`src/rtl/window_feeder.sv`:
```
// Raster-scan 3x3 window generator that streams each complete window serially
// to an external median stage and captures the returned median.
module window_feeder #(
    parameter int width = 8,
    parameter int IMG_W = 8,
    parameter int IMG_H = 8
) (
    input  logic             CLK,
    input  logic             RST,
    input  logic [width-1:0] PIX_IN,
    input  logic             PIX_VALID,
    output logic             PIX_READY,
    output logic [width-1:0] MED_DI,
    output logic             MED_DSI,
    output logic             MED_NRST,
    input  logic [width-1:0] MED_DO,
    input  logic             MED_DSO,
    output logic [width-1:0] RES_OUT,
    output logic             RES_VALID
);
    localparam int CW = $clog2(IMG_W);
    localparam int RW = $clog2(IMG_H);
    localparam logic [CW-1:0] COL_LAST = CW'(IMG_W - 1);
    localparam logic [RW-1:0] ROW_LAST = RW'(IMG_H - 1);
    localparam logic [CW-1:0] COL_TWO  = CW'(2);
    localparam logic [RW-1:0] ROW_TWO  = RW'(2);

    localparam logic [2:0] S_IDLE = 3'd0;
    localparam logic [2:0] S_CLR  = 3'd1;
    localparam logic [2:0] S_FEED = 3'd2;
    localparam logic [2:0] S_WAIT = 3'd3;
    localparam logic [2:0] S_OUT  = 3'd4;

    logic [2:0]       state_q, state_d;
    logic [CW-1:0]    col_q, col_d;
    logic [RW-1:0]    row_q, row_d;
    logic [3:0]       feed_q, feed_d;
    logic [width-1:0] res_q, res_d;

    logic [width-1:0] lb1_mem [IMG_W];
    logic [width-1:0] lb2_mem [IMG_W];
    // Window stored row-major: index 0 is the oldest row/oldest column.
    logic [width-1:0] win_q [9];
    logic [width-1:0] win_d [9];

    logic accept;
    logic win_done;

    assign PIX_READY = (state_q == S_IDLE) && !RST;
    assign accept    = PIX_READY && PIX_VALID;
    assign win_done  = accept && (row_q >= ROW_TWO) && (col_q >= COL_TWO);

    assign MED_DSI   = (state_q == S_FEED);
    assign MED_DI    = MED_DSI ? win_q[feed_q] : '0;
    assign MED_NRST  = !RST && (state_q != S_CLR);
    assign RES_OUT   = res_q;
    assign RES_VALID = (state_q == S_OUT);

    always_comb begin
        state_d = state_q;
        col_d   = col_q;
        row_d   = row_q;
        feed_d  = feed_q;
        res_d   = res_q;
        case (state_q)
            S_IDLE: begin
                if (accept) begin
                    if (col_q == COL_LAST) begin
                        col_d = '0;
                        row_d = (row_q == ROW_LAST) ? '0 : row_q + 1'b1;
                    end else begin
                        col_d = col_q + 1'b1;
                    end
                    if (win_done) begin
                        state_d = S_CLR;
                    end
                end
            end
            S_CLR: begin
                feed_d  = '0;
                state_d = S_FEED;
            end
            S_FEED: begin
                feed_d = feed_q + 1'b1;
                if (feed_q == 4'd8) begin
                    state_d = S_WAIT;
                end
            end
            S_WAIT: begin
                if (MED_DSO) begin
                    res_d   = MED_DO;
                    state_d = S_OUT;
                end
            end
            S_OUT: begin
                state_d = S_IDLE;
            end
            default: begin
                state_d = S_IDLE;
            end
        endcase
    end

    always_comb begin
        win_d = win_q;
        if (accept) begin
            for (int r = 0; r < 3; r++) begin
                win_d[3*r]     = win_q[3*r + 1];
                win_d[3*r + 1] = win_q[3*r + 2];
            end
            win_d[2] = lb2_mem[col_q];
            win_d[5] = lb1_mem[col_q];
            win_d[8] = PIX_IN;
        end
    end

    always_ff @(posedge CLK or posedge RST) begin
        if (RST) begin
            state_q <= S_IDLE;
            col_q   <= '0;
            row_q   <= '0;
            feed_q  <= '0;
            res_q   <= '0;
        end else begin
            state_q <= state_d;
            col_q   <= col_d;
            row_q   <= row_d;
            feed_q  <= feed_d;
            res_q   <= res_d;
        end
    end

    // Pixel storage is never reset; rows not yet refilled are masked by row<2.
    always_ff @(posedge CLK) begin
        win_q <= win_d;
        if (accept) begin
            lb2_mem[col_q] <= lb1_mem[col_q];
            lb1_mem[col_q] <= PIX_IN;
        end
    end

endmodule

```
`config.mk`:
```
export PLATFORM = sky130hd
export DESIGN_NAME = window_feeder
export DESIGN_NICKNAME = d
export VERILOG_FILES = /design/src/rtl/window_feeder.sv
export SDC_FILE = /design/constraint.sdc
export NUM_CORES = 1
export LEC_CHECK = 0
export ABC_AREA = 1
export BUFFER_PORTS_ARGS = -buffer_cell sky130_fd_sc_hd__buf_2
export CORE_UTILIZATION = 55
export CTS_CLUSTER_DIAMETER = 60
export DETAILED_ROUTE_END_ITERATION = 10
export MAX_ROUTING_LAYER = met4
export PLACE_DENSITY = 0.72
export SLEW_MARGIN = 10
export SYNTH_ARGS = -nofsm -noshare
export SYNTH_HDL_FRONTEND = slang
export SYNTH_SLANG_ARGS = --single-unit
```
`constraint.sdc`:
```
create_clock -name CLK -period 3.7 [get_ports CLK]
set_clock_uncertainty 0.2 [all_clocks]
set_input_delay 0.185 -clock CLK [delete_from_list [all_inputs] [get_ports CLK]]
set_output_delay 0.185 -clock CLK [all_outputs]
set_load 0.05 [all_outputs]
```
==> impl_metrics.tcl, run 1 <==
set metrics [dict create \
    synthMuxAreaShare_pct 0 \
    highest_layer "met4" \
    synth_cell_type_count 32 \
    place.gp.congestion 0.856 \
    r2r-start "col_q[1]" \
    yosysTopAreaCellShare_pct 66.3 \
    initial_utilization_pct 56.6 \
    cts_resized 0 \
    grt.overflow.total 0 \
    fin_setup_tns_ps 0 \
    place_area_um2 9520 \
    detail-route-antenna-nets 0 \
    syn_area_per_cell_um2 12.0 \
    slew_violations 0 \
    wl_met1_um 7850 \
    hold_viol 0 \
    drt-total-wl_um 19100 \
    cts.sinks 221 \
    crit_path_top_delay_cell "dfrtp_1" \
    internal_power_mw 5.25 \
    first_global_vias 5699 \
    synth-seq-cells 221 \
    grt_setup_unrepaired "no" \
    synth.most_common_cell "edfxtp_1" \
    tightest_slew_ps 779 \
    crit_top_cell "nand3_1" \
    hpwl_um 11800 \
    hp-class "in -> reg" \
    htree_levels 1 \
    max_freq_mhz 309 \
    synth_top_family_by_area "simple AND/OR/NAND/NOR gates" \
    netlist_area_um2 9060 \
    yosys_most_used_dff "edfxtp_1" \
    io_pins 40 \
    track_usage_pct 24.3 \
    setup_viol 0 \
    drt_iter0_drc 590 \
    utilization_pct 65.6 \
    crit_path_end_kind "output pin" \
    syn-num-nets 783 \
    p_clk_share_pct 26.8 \
    crit_arrival_ps 2850 \
    switching_share_pct 36.1 \
    post-place-ws_ps 928 \
    setup_ws_ps 466 \
    num-nets-final 861 \
    syn_inst 756 \
    vias_per_cell 5.43 \
    drv_cap 0 \
    synth_compound_gate_area_share_pct 4.65 \
    drt_first_pass_iters 4 \
    antenna_found_initial 1 \
    seqPwrFrac_pct 42.5 \
    coreArea_um2 16000 \
    postSynth.asyncResetShare_pct 9.50 \
    fin_crit_sh_pct 87.4 \
    path_class "reg -> out" \
    grt_max_degree 59 \
    synth-xor-area-share_pct 0.0967 \
    cts.clk_slew.worst_paths_ps 60 \
    die_w_um 130 \
    met3WireLength_um 1320 \
    critical_path.cell_chain "clkinv_1 -> nand3_1 -> nand3_1 -> nand3_1 -> a21oi_1 -> buf_2" \
    dieArea_um2 17000 \
    wl_per_cell_um 17.9 \
    dr_wl_met2_um 9480 \
    synth-adder-area-share_pct 0.967 \
    relSlewSlack_pct 48.1 \
    synth_edf_count 200 \
    cp-start-kind "flop" \
    port-buffer-count 39 \
    design_area_um2 10500 \
    synthTopCellsByCount "edfxtp_1, nand2_1, inv_1, nand3_1, a21oi_1" \
    synth.largest_area_cell "edfxtp_1" \
    cts_buffers 23 \
    fill_cells 1243 \
    synth-simple-area-share_pct 15.9 \
    drc 0 \
    p_total_mw 8.22 \
    hold_path_startpoint "PIX_VALID" \
    status "completed" \
    yosysWarningCount 0 \
    rows 46 \
    critPathRequiredTime_ps 3310 \
    drive_gt1_share_pct 12.8 \
    clock_path_buffers 3 \
    root_buffer "clkbuf_16" \
    clock_latency_ps 510 \
    syn_to_final_growth_pct 15.9 \
    cp_max_fo 20 \
    grt_pass1_wl_um 30000 \
    synthTopCellsByArea "edfxtp_1, nand2_1, dfrtp_1" \
    crit_path_start "feed_q[1]" \
    combPwrFrac_pct 30.7 \
    vias 5795 \
    die_h_um 130 \
    period_minus_slack_ps 3230 \
    slowest_delay_ps 840 \
    p_per_area_nw_per_um2 783 \
    p_leak_nw 4.18 \
    power_switching_mw 2.97 \
    cts_tree "yes" \
    ff2ff_setup_slack_ps 840 \
    vdd_drop_max_uv 461 \
    ys_seq_area_share_pct 72.1 \
]
[power groups by stage]
stage                     clock network, mW  logic (mW)  registers (mW)
after global placement                    0        2.33            3.52
after detailed placement                  0        2.41            3.54
after floorplan                           0        1.70            3.60
after global routing                   2.32        2.79            3.52
after CTS                              2.24        2.51            3.49
final                                  2.20        2.52            3.49
[metal layers]
metal / up-vias / GRT usage (%)
met5: - / -
met1: 2758 / 31.5
li1: 2785 / -
met3: 43 / 4.39
met2: 209 / 38.7
met4: 0 / 8.65
[flip-flops by register name, indices dropped and copies added (netlist names)]
| register | flops |
|---|---|
| RES_OUT | 8 |
| col_q | 3 |
| state_q | 3 |
| lb1_mem | 64 |
| feed_q | 4 |
| row_q | 3 |
| lb2_mem | 64 |
| win_q | 72 |
[placed cells by master, fill, tap and decap left out, types with 2 or more instances in the layout]
cell type	instances
nand3_2	2
o22ai_1	7
nand2_1	177
nand4_1	22
edfxtp_1	200
a21oi_1	36
clkinv_1	8
clkbuf_16	23
nor2_1	22
buf_4	21
ha_1	7
bufinv_16	2
clkinv_2	3
dfrtp_1	21
clkbuf_1	4
nor4_2	4
a22oi_1	5
inv_2	4
o21ai_0	26
inv_6	2
dlygate4sd3_1	26
inv_1	89
nand3_1	83
buf_2	39
nor3_1	2
nor3_4	2
[worst max-delay path, delay by kind of cell (launching register included)]
family                 cells  cell delay, ps
AOI/OAI and AO/OA          1              70
and+or+nand+nor            3             490
DFF                        1             840
buffers and inverters      2             930
[layout make-up]
type / instances / area, um^2 / share of cell area (%)
inverter: 96 / 360 / 3.43
antenna: 1 / 2.50 / 0.0238
timing repair buffer: 87 / 633 / 6.03
clock inverter: 14 / 128 / 1.22
multi-input combinational: 405 / 1990 / 18.9
sequential: 221 / 6530 / 62.2
clock buffer: 27 / 591 / 5.62
tap: 216 / 270 / 2.57
[kinds of logic after synthesis]
family	Yosys count
simple gates	319
flops	221
buf+inv	130
compound gates	78
fa+ha+maj	7
xor+xnor	1
[final timing paths]
kind	cells after the start	endpoint
setup / recovery	6	MED_DI[5]
setup reg to reg	5	win_q[29]
min in group asynchronous	4	col_q[2]
hold / removal	3	col_q[1]
hold reg to reg	0	win_q[46]
max in group asynchronous	4	RES_OUT[5]
[timing repair]
action,4_1_cts,5_1_grt
hold buffers,26,0
hold endpoints to repair,103,0
setup buffers,0,0
[metrics by stage]
stage	instances	hold WS (ps)
floorplan	756	-14.3
global placement	999	49.0
detailed placement	999	53.6
CTS	1066	62.2
global route	1067	121
finish	1067	105
Note: power is estimated with default switching activity, not from simulation.
==> run 2, diff against run 1 <==
CTS_BUF_LIST = sky130_fd_sc_hd__clkbuf_4 sky130_fd_sc_hd__clkbuf_8 sky130_fd_sc_hd__clkbuf_16   (was default)
PLACE_DENSITY = default   (was 0.72)
PLACE_DENSITY_LB_ADDON = 0.12   (was default)
==> impl_metrics.tcl, run 2 (same netlist as run 1, synthesis figures left out) <==
set metrics [dict create \
    rows 46 \
    drc 0 \
    cp_max_fo 20 \
    fin_setup_tns_ps 0 \
    cts_buffers 23 \
    p_per_area_nw_per_um2 775 \
    hp-class "in -> reg" \
    die_h_um 130 \
    p_leak_nw 4.18 \
    critPathRequiredTime_ps 3310 \
    grt_max_degree 41 \
    drt_iter0_drc 493 \
    fin_cells 1065 \
    initial_utilization_pct 56.6 \
    internal_power_mw 5.23 \
    cts_tree "yes" \
    regMostFlops "win_q" \
    syn_to_final_growth_pct 15.7 \
    period_minus_slack_ps 3110 \
    place.gp.congestion 0.844 \
    hold_viol 0 \
    relSlewSlack_pct 51.7 \
    power_switching_mw 2.90 \
    setup_viol 0 \
    grt.overflow.total 0 \
    whs_ps 128 \
    reg_top3 "win_q x72, lb1_mem x64, lb2_mem x64" \
    htree_levels 1 \
    first_global_vias 5264 \
    largest_reg_flops 72 \
    detail-route-antenna-nets 0 \
    dieArea_um2 17000 \
    cts.clk_slew.worst_paths_ps 60 \
    slew_violations 0 \
    num-nets-final 863 \
    cts.sinks 221 \
    die_w_um 130 \
    crit_path_end_kind "output pin" \
    drive_gt1_share_pct 13.3 \
    grt_setup_unrepaired "no" \
    design_area_um2 10500 \
    combPwrFrac_pct 31.2 \
    seqPwrFrac_pct 42.6 \
    clock_path_buffers 3 \
    grt_pass1_wl_um 28700 \
    dp_cells 1001 \
    antenna_found_initial 0 \
    vias 5711 \
    fin_crit_sh_pct 84.0 \
    n_antenna_cell 0 \
    clock_latency_ps 490 \
    io_pins 40 \
    hpwl_um 11300 \
    track_usage_pct 23.4 \
    switching_share_pct 35.7 \
    root_buffer "clkbuf_16" \
    status "completed" \
    path_class "reg -> out" \
    crit_arrival_ps 2720 \
    coreArea_um2 16000 \
    p_clk_share_pct 26.2 \
    final_common_cell "edfxtp_1" \
    max_freq_mhz 322 \
    drt-total-wl_um 18600 \
    port-buffer-count 39 \
    drv_cap 0 \
    final_cell_mix "edfxtp_1, nand2_1, inv_1, nand3_1, buf_2" \
    wl_per_cell_um 17.5 \
    drt_first_pass_iters 4 \
    vias_per_cell 5.36 \
    place_area_um2 9530 \
    tightest_slew_ps 718 \
    vdd_drop_max_uv 499 \
    cp-start-kind "flop" \
]
-- run 2: cell types whose count changed in the layout (fill, tap and decap cells not counted), moves of 2 or more --
| cell | delta |
|---|---|
| inv_6 | -2 |
| clkinv_2 | -2 |
| clkbuf_1 | -4 |
| buf_4 | +3 |
| clkbuf_4 | +8 |
-- run 2: timing repair --
item	in CTS	in global routing
resized for setup	0	0
buffers inserted	0	0
hold buffers	26	0
hold endpoints to repair	103	0
-- run 2: per-stage QoR --
| stage | utilization [%] | power [mW] | setup slack, ps |
|---|---|---|---|
| after floorplan | - | 5.31 | 367 |
| after detailed placement | 59.5 | 5.94 | 1020 |
| after CTS | 65.5 | 8.15 | 604 |
| after global routing | 65.5 | 8.54 | 377 |
| final | 65.5 | 8.12 | 594 |
| after global placement | 59.5 | 5.90 | 1020 |
-- run 2: power groups by stage --
stage                     combinational (mW)  clock, mW  sequential [mW]
final                                   2.53       2.13             3.46
after global routing                    2.80       2.26             3.49
after detailed placement                2.43          0             3.50
after floorplan                         1.70          0             3.60
after global placement                  2.40          0             3.50
after CTS                               2.52       2.17             3.46
-- run 2: worst paths after layout --
kind,depth (start not counted),slack (ps),start,end
setup / recovery,6,590,feed_q[1],MED_DI[2]
hold / removal,3,130,PIX_VALID,col_q[1]
setup reg to reg,4,970,state_q[0],lb2_mem[7][5]
hold reg to reg,0,240,win_q[55],win_q[63]
max in group asynchronous,4,2940,RST,col_q[1]
min in group asynchronous,4,140,RST,RES_OUT[5]
-- run 2: layout make-up --
cell class / count / area, um^2
clock inverters: 7 / 58.8
multi-input cells: 405 / 1990
inverters: 96 / 360
well taps: 216 / 270
repair buffers: 89 / 636
clock buffers: 31 / 636
flip-flops and latches: 221 / 6530
fillers: 1233 / 5520
-- run 2: critical path: stages (launching register included) --
cell	delay [ps]
dfrtp_1	790
clkinv_1	670
nand3_1	270
nand3_1	100
nand3_1	100
a21oi_1	70
buf_2	230
-- run 2: metal layers --
layer	wire, um	track usage, %
met3	968	3.49
met4	323	5.95
met5	0	-
met2	8880	35.9
met1	8450	33.0
